==> config.mk <==
export PLATFORM = sky130hd
export DESIGN_NAME = spi_master_frame
export DESIGN_NICKNAME = d
export VERILOG_FILES = /design/src/rtl/spi_master_frame.sv
export SDC_FILE = /design/constraint.sdc
export NUM_CORES = 1
export LEC_CHECK = 0
export CORE_ASPECT_RATIO = 0.75
export CORE_MARGIN = 4
export CORE_UTILIZATION = 57
export CTS_CLUSTER_DIAMETER = 100
export CTS_CLUSTER_SIZE = 8
export DETAILED_ROUTE_END_ITERATION = 12
export GPL_TIMING_DRIVEN = 0
export PLACE_DENSITY = 0.84
export SLEW_MARGIN = 30
export SYNTH_ARGS = -nofsm -noshare
export SYNTH_HDL_FRONTEND = slang
export SYNTH_SLANG_ARGS = --single-unit
==> constraint.sdc <==
create_clock -name CLK -period 3.1 [get_ports CLK]
set_input_delay 0.31 -clock CLK [delete_from_list [all_inputs] [get_ports CLK]]
set_output_delay 0.31 -clock CLK [all_outputs]
set_load 0.05 [all_outputs]
==> src/rtl/spi_master_frame.sv <==
`default_nettype none
// ============================================================================
// spi_master_frame - SPI mode-0 master, one MSB-first DATA_WIDTH word per frame.
// Rev 1.0
// ============================================================================
module spi_master_frame #(
    parameter int DATA_WIDTH = 16
) (
    input  logic                  CLK,
    input  logic                  RST_N,
    input  logic                  SCLK_SRC,
    input  logic                  START,
    input  logic [DATA_WIDTH-1:0] TX_DATA,
    output logic                  BUSY,
    output logic                  DONE,
    output logic [DATA_WIDTH-1:0] RX_DATA,
    output logic                  SPI_CS_N,
    output logic                  SPI_SCLK,
    output logic                  SPI_MOSI,
    input  logic                  SPI_MISO
);

    localparam int CNT_W = $clog2(DATA_WIDTH + 1);
    localparam logic [CNT_W-1:0] LAST_BIT = CNT_W'(DATA_WIDTH);

    typedef enum logic [2:0] {
        IDLE  = 3'd0,
        SETUP = 3'd1,
        SHIFT = 3'd2,
        HOLD  = 3'd3,
        GAP   = 3'd4
    } state_t;

    state_t                state, state_nx;
    logic                  sclk_q;
    logic                  rise, fall;
    logic [DATA_WIDTH-1:0] tx_sr, tx_sr_nx;
    logic [DATA_WIDTH-1:0] rx_sr, rx_sr_nx;
    logic [DATA_WIDTH-1:0] rx_data_q, rx_data_nx;
    logic [CNT_W-1:0]      bit_cnt, bit_cnt_nx;
    logic                  cs_n_q, cs_n_nx;
    logic                  sclk_out_q, sclk_out_nx;
    logic                  mosi_q, mosi_nx;
    logic                  busy_q, busy_nx;
    logic                  done_q, done_nx;

    // SCLK_SRC is only a timing reference; its edges become one-cycle events.
    assign rise = SCLK_SRC & ~sclk_q;
    assign fall = ~SCLK_SRC & sclk_q;

    always_ff @(posedge CLK or negedge RST_N) begin
        if (!RST_N) begin
            state      <= IDLE;
            sclk_q     <= 1'b0;
            tx_sr      <= '0;
            rx_sr      <= '0;
            rx_data_q  <= '0;
            bit_cnt    <= '0;
            cs_n_q     <= 1'b1;
            sclk_out_q <= 1'b0;
            mosi_q     <= 1'b0;
            busy_q     <= 1'b0;
            done_q     <= 1'b0;
        end else begin
            state      <= state_nx;
            sclk_q     <= SCLK_SRC;
            tx_sr      <= tx_sr_nx;
            rx_sr      <= rx_sr_nx;
            rx_data_q  <= rx_data_nx;
            bit_cnt    <= bit_cnt_nx;
            cs_n_q     <= cs_n_nx;
            sclk_out_q <= sclk_out_nx;
            mosi_q     <= mosi_nx;
            busy_q     <= busy_nx;
            done_q     <= done_nx;
        end
    end

    always_comb begin
        state_nx    = state;
        tx_sr_nx    = tx_sr;
        rx_sr_nx    = rx_sr;
        rx_data_nx  = rx_data_q;
        bit_cnt_nx  = bit_cnt;
        cs_n_nx     = cs_n_q;
        sclk_out_nx = sclk_out_q;
        mosi_nx     = mosi_q;
        busy_nx     = busy_q;
        done_nx     = 1'b0;

        case (state)
            IDLE: begin
                if (START) begin
                    tx_sr_nx   = TX_DATA;
                    rx_sr_nx   = '0;
                    bit_cnt_nx = '0;
                    cs_n_nx    = 1'b0;
                    mosi_nx    = TX_DATA[DATA_WIDTH-1];
                    busy_nx    = 1'b1;
                    state_nx   = SETUP;
                end
            end
            // Waiting for a fall gives CS_N at least a half-period lead on SCLK.
            SETUP: begin
                if (fall) begin
                    state_nx = SHIFT;
                end
            end
            SHIFT: begin
                if (rise) begin
                    sclk_out_nx = 1'b1;
                    rx_sr_nx    = {rx_sr[DATA_WIDTH-2:0], SPI_MISO};
                    bit_cnt_nx  = bit_cnt + CNT_W'(1);
                end else if (fall) begin
                    sclk_out_nx = 1'b0;
                    if (bit_cnt == LAST_BIT) begin
                        state_nx = HOLD;
                    end else begin
                        tx_sr_nx = {tx_sr[DATA_WIDTH-2:0], 1'b0};
                        mosi_nx  = tx_sr[DATA_WIDTH-2];
                    end
                end
            end
            HOLD: begin
                if (fall) begin
                    cs_n_nx    = 1'b1;
                    mosi_nx    = 1'b0;
                    rx_data_nx = rx_sr;
                    done_nx    = 1'b1;
                    state_nx   = GAP;
                end
            end
            GAP: begin
                if (fall) begin
                    busy_nx  = 1'b0;
                    state_nx = IDLE;
                end
            end
            default: begin
                state_nx = IDLE;
            end
        endcase
    end

    assign BUSY     = busy_q;
    assign DONE     = done_q;
    assign RX_DATA  = rx_data_q;
    assign SPI_CS_N = cs_n_q;
    assign SPI_SCLK = sclk_out_q;
    assign SPI_MOSI = mosi_q;

endmodule
`default_nettype wire

**Word level (Yosys, flattened, before mapping)**

Cells that the tools add are included.
W data, S select, Z words.

- Add/subtract/negate cells: 1
- Equal/unequal tests: 14
- Mux-type cells: 33
- Bitwise operators: 4
- Reduce and logical (&&, ||, !) cells: 14

Operators by type and width:

| kind | number |
|---|---|
| $mux W15 | 4 |
| $mux W16 | 2 |
| $pmux W16 S2 | 1 |
| $pmux W15 S2 | 1 |
| $mux W3 | 7 |
| $ne A2 B2 Y1 const B | 9 |
| $pmux W3 S5 | 1 |
| $mux W1 | 11 |
| $mux W5 | 2 |
| $pmux W5 S2 | 1 |
| $reduce_and A3 Y1 | 3 |
| $reduce_bool A2 Y1 | 4 |
| $reduce_and A7 Y1 | 1 |
| $eq A3 B2 Y1 const B | 2 |
| $reduce_and A6 Y1 | 1 |
| $add A5 B1 Y5 const B | 1 |
| $eq A5 B5 Y1 const B | 1 |
| $reduce_and A5 Y1 | 1 |
| $pmux W1 S2 | 2 |
| $reduce_and A2 Y1 | 2 |
| $eq A3 B1 Y1 const B | 1 |
| $eq A3 B3 Y1 const B | 1 |
| $logic_not A3 Y1 | 1 |
| $pmux W1 S3 | 1 |
| 3 further kinds | 5 |

- Flip-flop bits (word level): 61
- Output and inout bits: 21
- Logic and storage cells: 77

**Longest topological paths before layout**

Gate-level depths: netlist of run 1.

- Word-level depth: 5
- Mapped depth: 7
- Mapped depth without buffers: 6

**Least setup slack after synthesis of run 1**

OpenSTA, ideal clock, no wires.

- Path type: register -> register
- From: register sclk_q
- To: register tx_sr[0]
- Library setup time: 0.126 ns
- Data arrival time: 1.657 ns
- Required time: 2.974 ns
- Setup slack: 1.317 ns
- Cell stages (with the launch flop): 8
- Buffers on the path: 1
- Period minus slack after synthesis: 1.783 ns
- Path through: dfrtp_1 > inv_1 > ha_1 > nand3b_2 > a211oi_4 > a21boi_4 > buf_6 > o21ai_0

- Cells in the longest elaborated chain, start to end: 4
- Elaborated cells between the ends (all ways): 6
- Classes of those cells: eq/ne (2); bitwise (3); reduce/logical (1)

Ends and longest elaborated chain:

| element | RTL line | RTL |
|---|---|---|
| start, declared | 35 | `logic sclk_q;` |
| start signal, assigned | 54 | `sclk_q <= 1'b0;` |
| start signal, assigned | 66 | `sclk_q <= SCLK_SRC;` |
| $not A1 Y1 | 48 | `assign rise = SCLK_SRC & ~sclk_q;` |
| $and A1 B1 Y1 | 48 |  |
| net rise | 36 | `logic rise, fall;` |
| $ne A2 B2 Y1 (no source line) | -- |  |
| $reduce_and A5 Y1 (no source line) | -- |  |
| end signal, assigned | 67 | `tx_sr <= tx_sr_nx;` |
| end, declared | 37 | `logic [DATA_WIDTH-1:0] tx_sr, tx_sr_nx;` |

The timed path passes the listed nets, and every way through them passes these cells.
A chain may end at the register's enable or synchronous reset.

**Final worst setup path of run 1**

- From: input port SCLK_SRC
- To: register tx_sr[11]

- Cells in the longest elaborated chain, start to end: 4
- Elaborated cells between the ends (all ways): 6
- Classes of those cells: eq/ne (2); bitwise (3); reduce/logical (1)

Ends and longest elaborated chain:

| element | RTL line | RTL |
|---|---|---|
| start, declared | 11 | `input logic SCLK_SRC,` |
| $not A1 Y1 | 49 | `assign fall = ~SCLK_SRC & sclk_q;` |
| $and A1 B1 Y1 | 49 |  |
| $ne A2 B2 Y1 (no source line) | -- |  |
| $reduce_and A5 Y1 (no source line) * | -- |  |

Mark *: on every way between the ends. The rest lies on a longest branch, timed or not.

==> results of run 1 <==
power by group:
group          leakage (nW)  switching, mW  internal [mW]  total, mW
logic                 0.685          0.533          0.429      0.962
registers             0.787          0.116          0.958       1.07
clock network         0.116          0.298          0.494      0.792
how the worst min path moves through the flow:
stage	startpoint	end
after floorplan	RST_N	BUSY
after global placement	SPI_CS_N	SPI_CS_N
after detailed placement	RST_N	SPI_MOSI
after CTS	RST_N	bit_cnt[2]
after global routing	RST_N	bit_cnt[2]
final	RST_N	SPI_MOSI
area by class of cell:
type	count	area, um^2	area share [%]
clock buffer	12	155	4.60
inverter	11	41.3	1.22
timing repair buffer	43	438	13.0
clock inverter	4	70.1	2.08
buffer	13	70.1	2.08
tap	57	71.3	2.11
multi-input combinational	143	1000	29.7
sequential	61	1530	45.3
flip-flops by register name, indices dropped and copies added (netlist names):
| name | cells |
|---|---|
| rx_sr | 16 |
| state | 3 |
| RX_DATA | 16 |
| DONE | 1 |
| bit_cnt | 5 |
| SPI_SCLK | 1 |
| sclk_q | 1 |
| BUSY | 1 |
| SPI_CS_N | 1 |
| tx_sr | 15 |
| SPI_MOSI | 1 |
worst max-delay path, stage by stage:
cell and delay, ns:
clkdlybuf4s50_1 0.45, inv_1 0.07, ha_1 0.31, nand3b_2 0.16, a211oi_4 0.41, a21boi_4 0.32, buf_6 0.20, a2bb2oi_2 0.15
cells in the final DEF (no fill, tap or decap), types with 2 or more instances in the layout:
cell             synthesis  routed
a21oi_1                  3       3
a22o_1                  17      17
a2bb2oi_1                5       5
a2bb2oi_2                9       9
buf_2                    8       8
buf_4                    1       2
bufinv_16                0       2
clkbuf_1                 3       4
clkbuf_8                 0      11
clkdlybuf4s50_1          0      40
clkinv_2                 0       2
dfrtp_1                 60      60
ha_1                     4       4
inv_1                   10      10
mux2_2                   2       2
nand2_1                 53      53
nand4_1                  2       2
nor2_1                   6       6
o21ai_0                  3       3
o22ai_1                 14      14
xor2_1                   3       3
per-stage QoR:
stage | hold WS (ns) | setup slack (ns)
4_1_cts | 0.445 | 0.973
3_3_place_gp | 0.453 | -0.197
3_5_place_dp | 0.262 | 0.632
2_1_floorplan | 0.0144 | 1.32
6_report | 0.441 | 0.975
5_1_grt | 0.487 | 0.847
kinds of logic after synthesis:
kind of cell    count (synthesis)  synth area share [%]
simple gates                   72                  13.0
flops                          61                  57.9
buf+inv                        24                  4.22
fa+ha+maj                       4                  1.90
xor+xnor                        4                  1.33
mux                             2                 0.853
compound gates                 61                  20.9
per-layer routing:
metal | up-vias | global-route usage, % | routed length [um]
li1 | 922 | - | -
met5 | - | 0 | 0
met4 | 0 | 10.3 | 167
met1 | 945 | 29.0 | 2580
met3 | 19 | 6.80 | 279
met2 | 56 | 31.1 | 2490
what timing repair did:
action / 4_1_cts / 5_1_grt
gates resized for setup: 0 / 0
hold buffers: 1 / 0
hold endpoints to repair: 29 / 0
==> run_results.csv, run 1 <==
group,metric,value,unit
clock_tree,cts_tree,"built",
synthesis,syn-num-nets,253,
power_and_ir_drop,power.total,2.83,mW
final_layout,fin_cells,344,
timing,fin_skew,0.00736,ns
die,num_io_pins,42,
clock_tree,cts.sinks,61,
synthesis,synth-edff-count,0,
timing,finalSetupViolCount,0,
clock_tree,cts-root-buf,"clkbuf_8",
critical_path,startpoint_type,"primary input",
detailed_routing,dr_total_vias,1942,
die,rows,21,
timing,drv_slew,0,
clock_tree,path_clk_slew,0.07,ns
clock_tree,worstSkewPairLatency,0.34,ns
placement,place.gp.congestion,0.762,
flow_run,drv_cap,0,
clock_tree,cts_setup_buffers,0,
synthesis,synth_top_area_share,56.9,%
power_and_ir_drop,peakVddDrop,0.000595,V
critical_path,cp-startpoint,"SCLK_SRC",
detailed_routing,drt_first_pass_iters,4,
placement,dp_hpwl,3.63,mm
detailed_routing,drt_iter0_drc,124,
timing,fin_crit,2.13,ns
synthesis,synthCells,228,
critical_path,required,3.37,ns
synthesis,netlist_area,2640,um^2
grt,grt_pass1_vias,1907,
worst_hold_path,min_path_type,"primary input to async pin",
synthesis,synthFlopType,"dfrtp_1",
critical_path,crit_path_end_kind,"register",
placement,placed_cell_area,3140,um^2
final_layout,num_antenna_cells,0,
critical_path,crit_end,"tx_sr[11]",
grt,grt_pass1_wl,9.24,mm
grt,grt_max_degree,32,
synthesis,synth-seq-area-share,57.9,%
clock_tree,h-tree-depth,3,
synthesis,yosysWarnings,0,
timing,fin_crit_sh,68.6,%
synthesis,synth.avg_cell_area,11.6,um^2
synthesis,synth_area_leaders,"dfrtp_1 57%, nand2_1 7.5%, a22o_1 5.6%",
timing,fmax,471,MHz
final_layout,finish.utilization,75.5,%
critical_path,arrival,2.40,ns
critical_path,r2r_end,"tx_sr[11]",
timing,rsz0062_at_grt,"false",
die,fp.dieArea,5800,um^2
final_layout,postLayoutCellArea,3370,um^2
final_layout,area_growth,27.8,%
die,die_w,86.6,um
critical_path,r2r-start,"sclk_q",
synthesis,ys_top_cells_by_count,"60 x dfrtp_1, 53 x nand2_1, 17 x a22o_1, 14 x o22ai_1, 10 x inv_1",
critical_path,path_class,"primary input to register",
timing,slew_headroom,52.0,%
status,status,"finished, final reports clean",
final_layout,drive_above_1_share,16.7,%
synthesis,yosys.cell_types.count,42,
detailed_routing,wire_per_inst,16.1,um
final_layout,n_fill_cell,315,
critical_path,r2r_cells,7,
placement,dp.cells,327,
final_layout,final_nets,307,
grt,overflow,0,
detailed_routing,final_antenna_net_count,0,
synthesis,synth_top_area_cell,"dfrtp_1",
timing,worstMarginPinSlew,0.710,ns
detailed_routing,routed_wl,5.52,mm
synthesis,ys_ff_latch,61,
die,die_y,66.9,um
die,start_util,59.1,%
placement,port_buffers,41,
clock_tree,cts_made_buffers,9,
detailed_routing,drc,0,
synthesis,synth.most_common_cell,"dfrtp_1",
detailed_routing,via_per_inst,5.65,
critical_path,rrSetupSlack,1.06,ns
timing,timing.setup.tns,0,ns
timing,hold_violations,0,
power_and_ir_drop,p_per_area,838,nW/um^2
grt,grt_antenna_before_repair,0,
synthesis,async_flop_share,100,%
clock_tree,clock_path_buffers,2,
power_and_ir_drop,p_leak,1.59,nW
die,core-area,4470,um^2
critical_path,critPathMaxFanout,10,
grt,grt_usage,21.4,%
Power figures use the tool's default switching activity.
==> run 2: changes to the inputs <==
- CORE_UTILIZATION: 57 -> 53
- PLACE_DENSITY: 0.84 -> 0.79
- clock period: 3.1 -> 2 ns (I/O delays scaled with it)
==> run 2 against run 1 <==
Effect of this change: combinational power grew 58%; critical path depth shrank 7; first-iteration DRC count grew 4.8%; clock skew is essentially flat; utilization shrank 2.5 points; die area grew 6.7%; design area is essentially flat; critical path type is now register to primary output.
==> run_results.csv, run 2 (synthesis results as in run 1) <==
group,metric,value,unit
critical_path,startpoint_type,"register",
timing,timing.setup.tns,0,ns
critical_path,r2r_cells,7,
final_layout,final_common_cell,"dfrtp_1",
detailed_routing,dr_total_vias,1921,
power_and_ir_drop,switchingPower,1.47,mW
power_and_ir_drop,clockPowerShare,25.4,%
die,die_y,69.1,um
timing,rsz0062_at_grt,"false",
critical_path,r2r_end,"tx_sr[0]",
critical_path,path_class,"register to primary output",
detailed_routing,drc,0,
critical_path,r2r-start,"sclk_q",
critical_path,critPathMaxFanout,2,
clock_tree,cts.sinks,61,
critical_path,cp-startpoint,"SPI_CS_N",
grt,grt_usage,19.4,%
critical_path,crit_end,"SPI_CS_N",
die,num_io_pins,42,
final_layout,n_fill_cell,332,
clock_tree,cts_made_buffers,9,
placement,place_ws,-0.382,ns
final_layout,area_growth,27.9,%
power_and_ir_drop,p_int,2.79,mW
die,core-area,4620,um^2
die,fp.dieArea,6190,um^2
power_and_ir_drop,peakVddDrop,0.000936,V
die,die_w,89.5,um
clock_tree,path_clk_slew,0.07,ns
power_and_ir_drop,p_per_area,1260,nW/um^2
die,start_util,57.1,%
critical_path,crit_cells,1,
critical_path,slowest_delay,0.80,ns
timing,drv_slew,0,
grt,grt_antenna_before_repair,0,
timing,post-route-worst-setup-slack,0.115,ns
final_layout,final_nets,309,
final_layout,final_cell_mix,"60 x dfrtp_1, 53 x nand2_1, 40 x clkdlybuf4s50_1, 17 x a22o_1, 14 x o22ai_1",
timing,fin_crit,1.88,ns
detailed_routing,drt_iter0_drc,130,
timing,fmax,531,MHz
detailed_routing,via_per_inst,5.55,
detailed_routing,routed_wl,5.34,mm
timing,slew_headroom,65.9,%
clock_tree,clock_path_buffers,2,
power_and_ir_drop,p_leak,1.58,nW
detailed_routing,wire_per_inst,15.4,um
status,status,"finished, final reports clean",
critical_path,crit_chain,"clkdlybuf4s50_1",
placement,dp_hpwl,3.64,mm
critical_path,crit_family,"buffers and inverters",
critical_path,crit_path_end_kind,"primary output",
final_layout,num_antenna_cells,0,
critical_path,required,1.80,ns
grt,grt_pass1_wl,9.09,mm
critical_path,rrSetupSlack,0.12,ns
power_and_ir_drop,pwr-share-comb,35.7,%
placement,port_buffers,41,
timing,worstMarginPinSlew,0.508,ns
die,rows,21,
power_and_ir_drop,p_sw_share,34.6,%
detailed_routing,drt_first_pass_iters,4,
worst_hold_path,min_path_type,"primary input to async pin",
clock_tree,h-tree-depth,3,
grt,grt_pass1_vias,1900,
clock_tree,cts_tree,"built",
critical_path,cp_slowest_cell,"clkdlybuf4s50_1",
timing,finalSetupViolCount,0,
timing,hold_violations,0,
timing,fin_crit_sh,94.2,%
critical_path,path_buf_inv,1,
final_layout,drive_above_1_share,18.0,%
detailed_routing,final_antenna_net_count,0,
clock_tree,worstSkewPairLatency,0.34,ns
flow_run,drv_cap,0,
final_layout,multi_input_area,1010,um^2
grt,overflow,0,
critical_path,arrival,1.68,ns
final_layout,seq_area,1530,um^2
clock_tree,cts-root-buf,"clkbuf_8",
placement,place.gp.congestion,0.752,
timing,fin_skew,0.00754,ns
power_and_ir_drop,seqPwrFrac,38.9,%
grt,grt_max_degree,33,
## run 2: cell type report
type                            instances  area share [%]
Clock buffer                           10            4.08
Inverter                               11            1.22
Buffer                                 13            2.07
Clock inverter                          6            1.85
Sequential cell                        61            45.2
Multi-Input combinational cell        143            30.0
Timing Repair Buffer                   45            13.4
Tap cell                               57            2.11
## run 2: timing repair
action	in CTS	in global routing
buffers inserted	2	0
pin swaps	1	0
hold endpoints to repair	29	0
resized for setup	0	2
hold buffers	1	0
endpoints found under the setup margin	10	12
## run 2: worst min path at each step
| stage | endpoint | startpoint | slack (ns) |
|---|---|---|---|
| floorplan | BUSY | RST_N | -0.1 |
| detailed placement | tx_sr[11] | RST_N | 0.15 |
| finish | tx_sr[11] | RST_N | 0.33 |
| CTS | bit_cnt[1] | RST_N | 0.34 |
| global route | tx_sr[11] | RST_N | 0.35 |
| global placement | RX_DATA[10] | RX_DATA[10] | 0.46 |
## run 2: per-layer routing
metal | wire length, um | vias to the layer above | part of all wire, % | track usage (%)
met4 | 101 | 0 | 1.9 | 7.93
li1 | - | 925 | - | -
met2 | 2240 | 48 | 42 | 25.5
met1 | 2690 | 939 | 50 | 28.8
met3 | 311 | 9 | 5.8 | 6.90
met5 | 0 | - | 0 | 0
## run 2: power by group through the flow
| stage | clock, mW | sequential (mW) | combinational [mW] |
|---|---|---|---|
| detailed placement | 0 | 1.67 | 1.48 |
| global placement | 0 | 1.67 | 1.43 |
| global route | 1.17 | 1.69 | 1.64 |
| finish | 1.08 | 1.66 | 1.52 |
| floorplan | 0 | 1.78 | 0.984 |
| CTS | 1.10 | 1.66 | 1.51 |
## run 2: per-stage QoR
| stage | hold slack [ns] | area, um^2 | total power [mW] | cells | util, % |
|---|---|---|---|---|---|
| floorplan | -0.0956 | 2640 | 2.77 | 228 | - |
| global placement | 0.459 | 3120 | 3.10 | 326 | 67.5 |
| detailed placement | 0.155 | 3140 | 3.15 | 327 | 67.9 |
| CTS | 0.338 | 3360 | 4.27 | 346 | 72.8 |
| global route | 0.353 | 3380 | 4.51 | 346 | 73.0 |
| finish | 0.326 | 3380 | 4.26 | 346 | 73.0 |
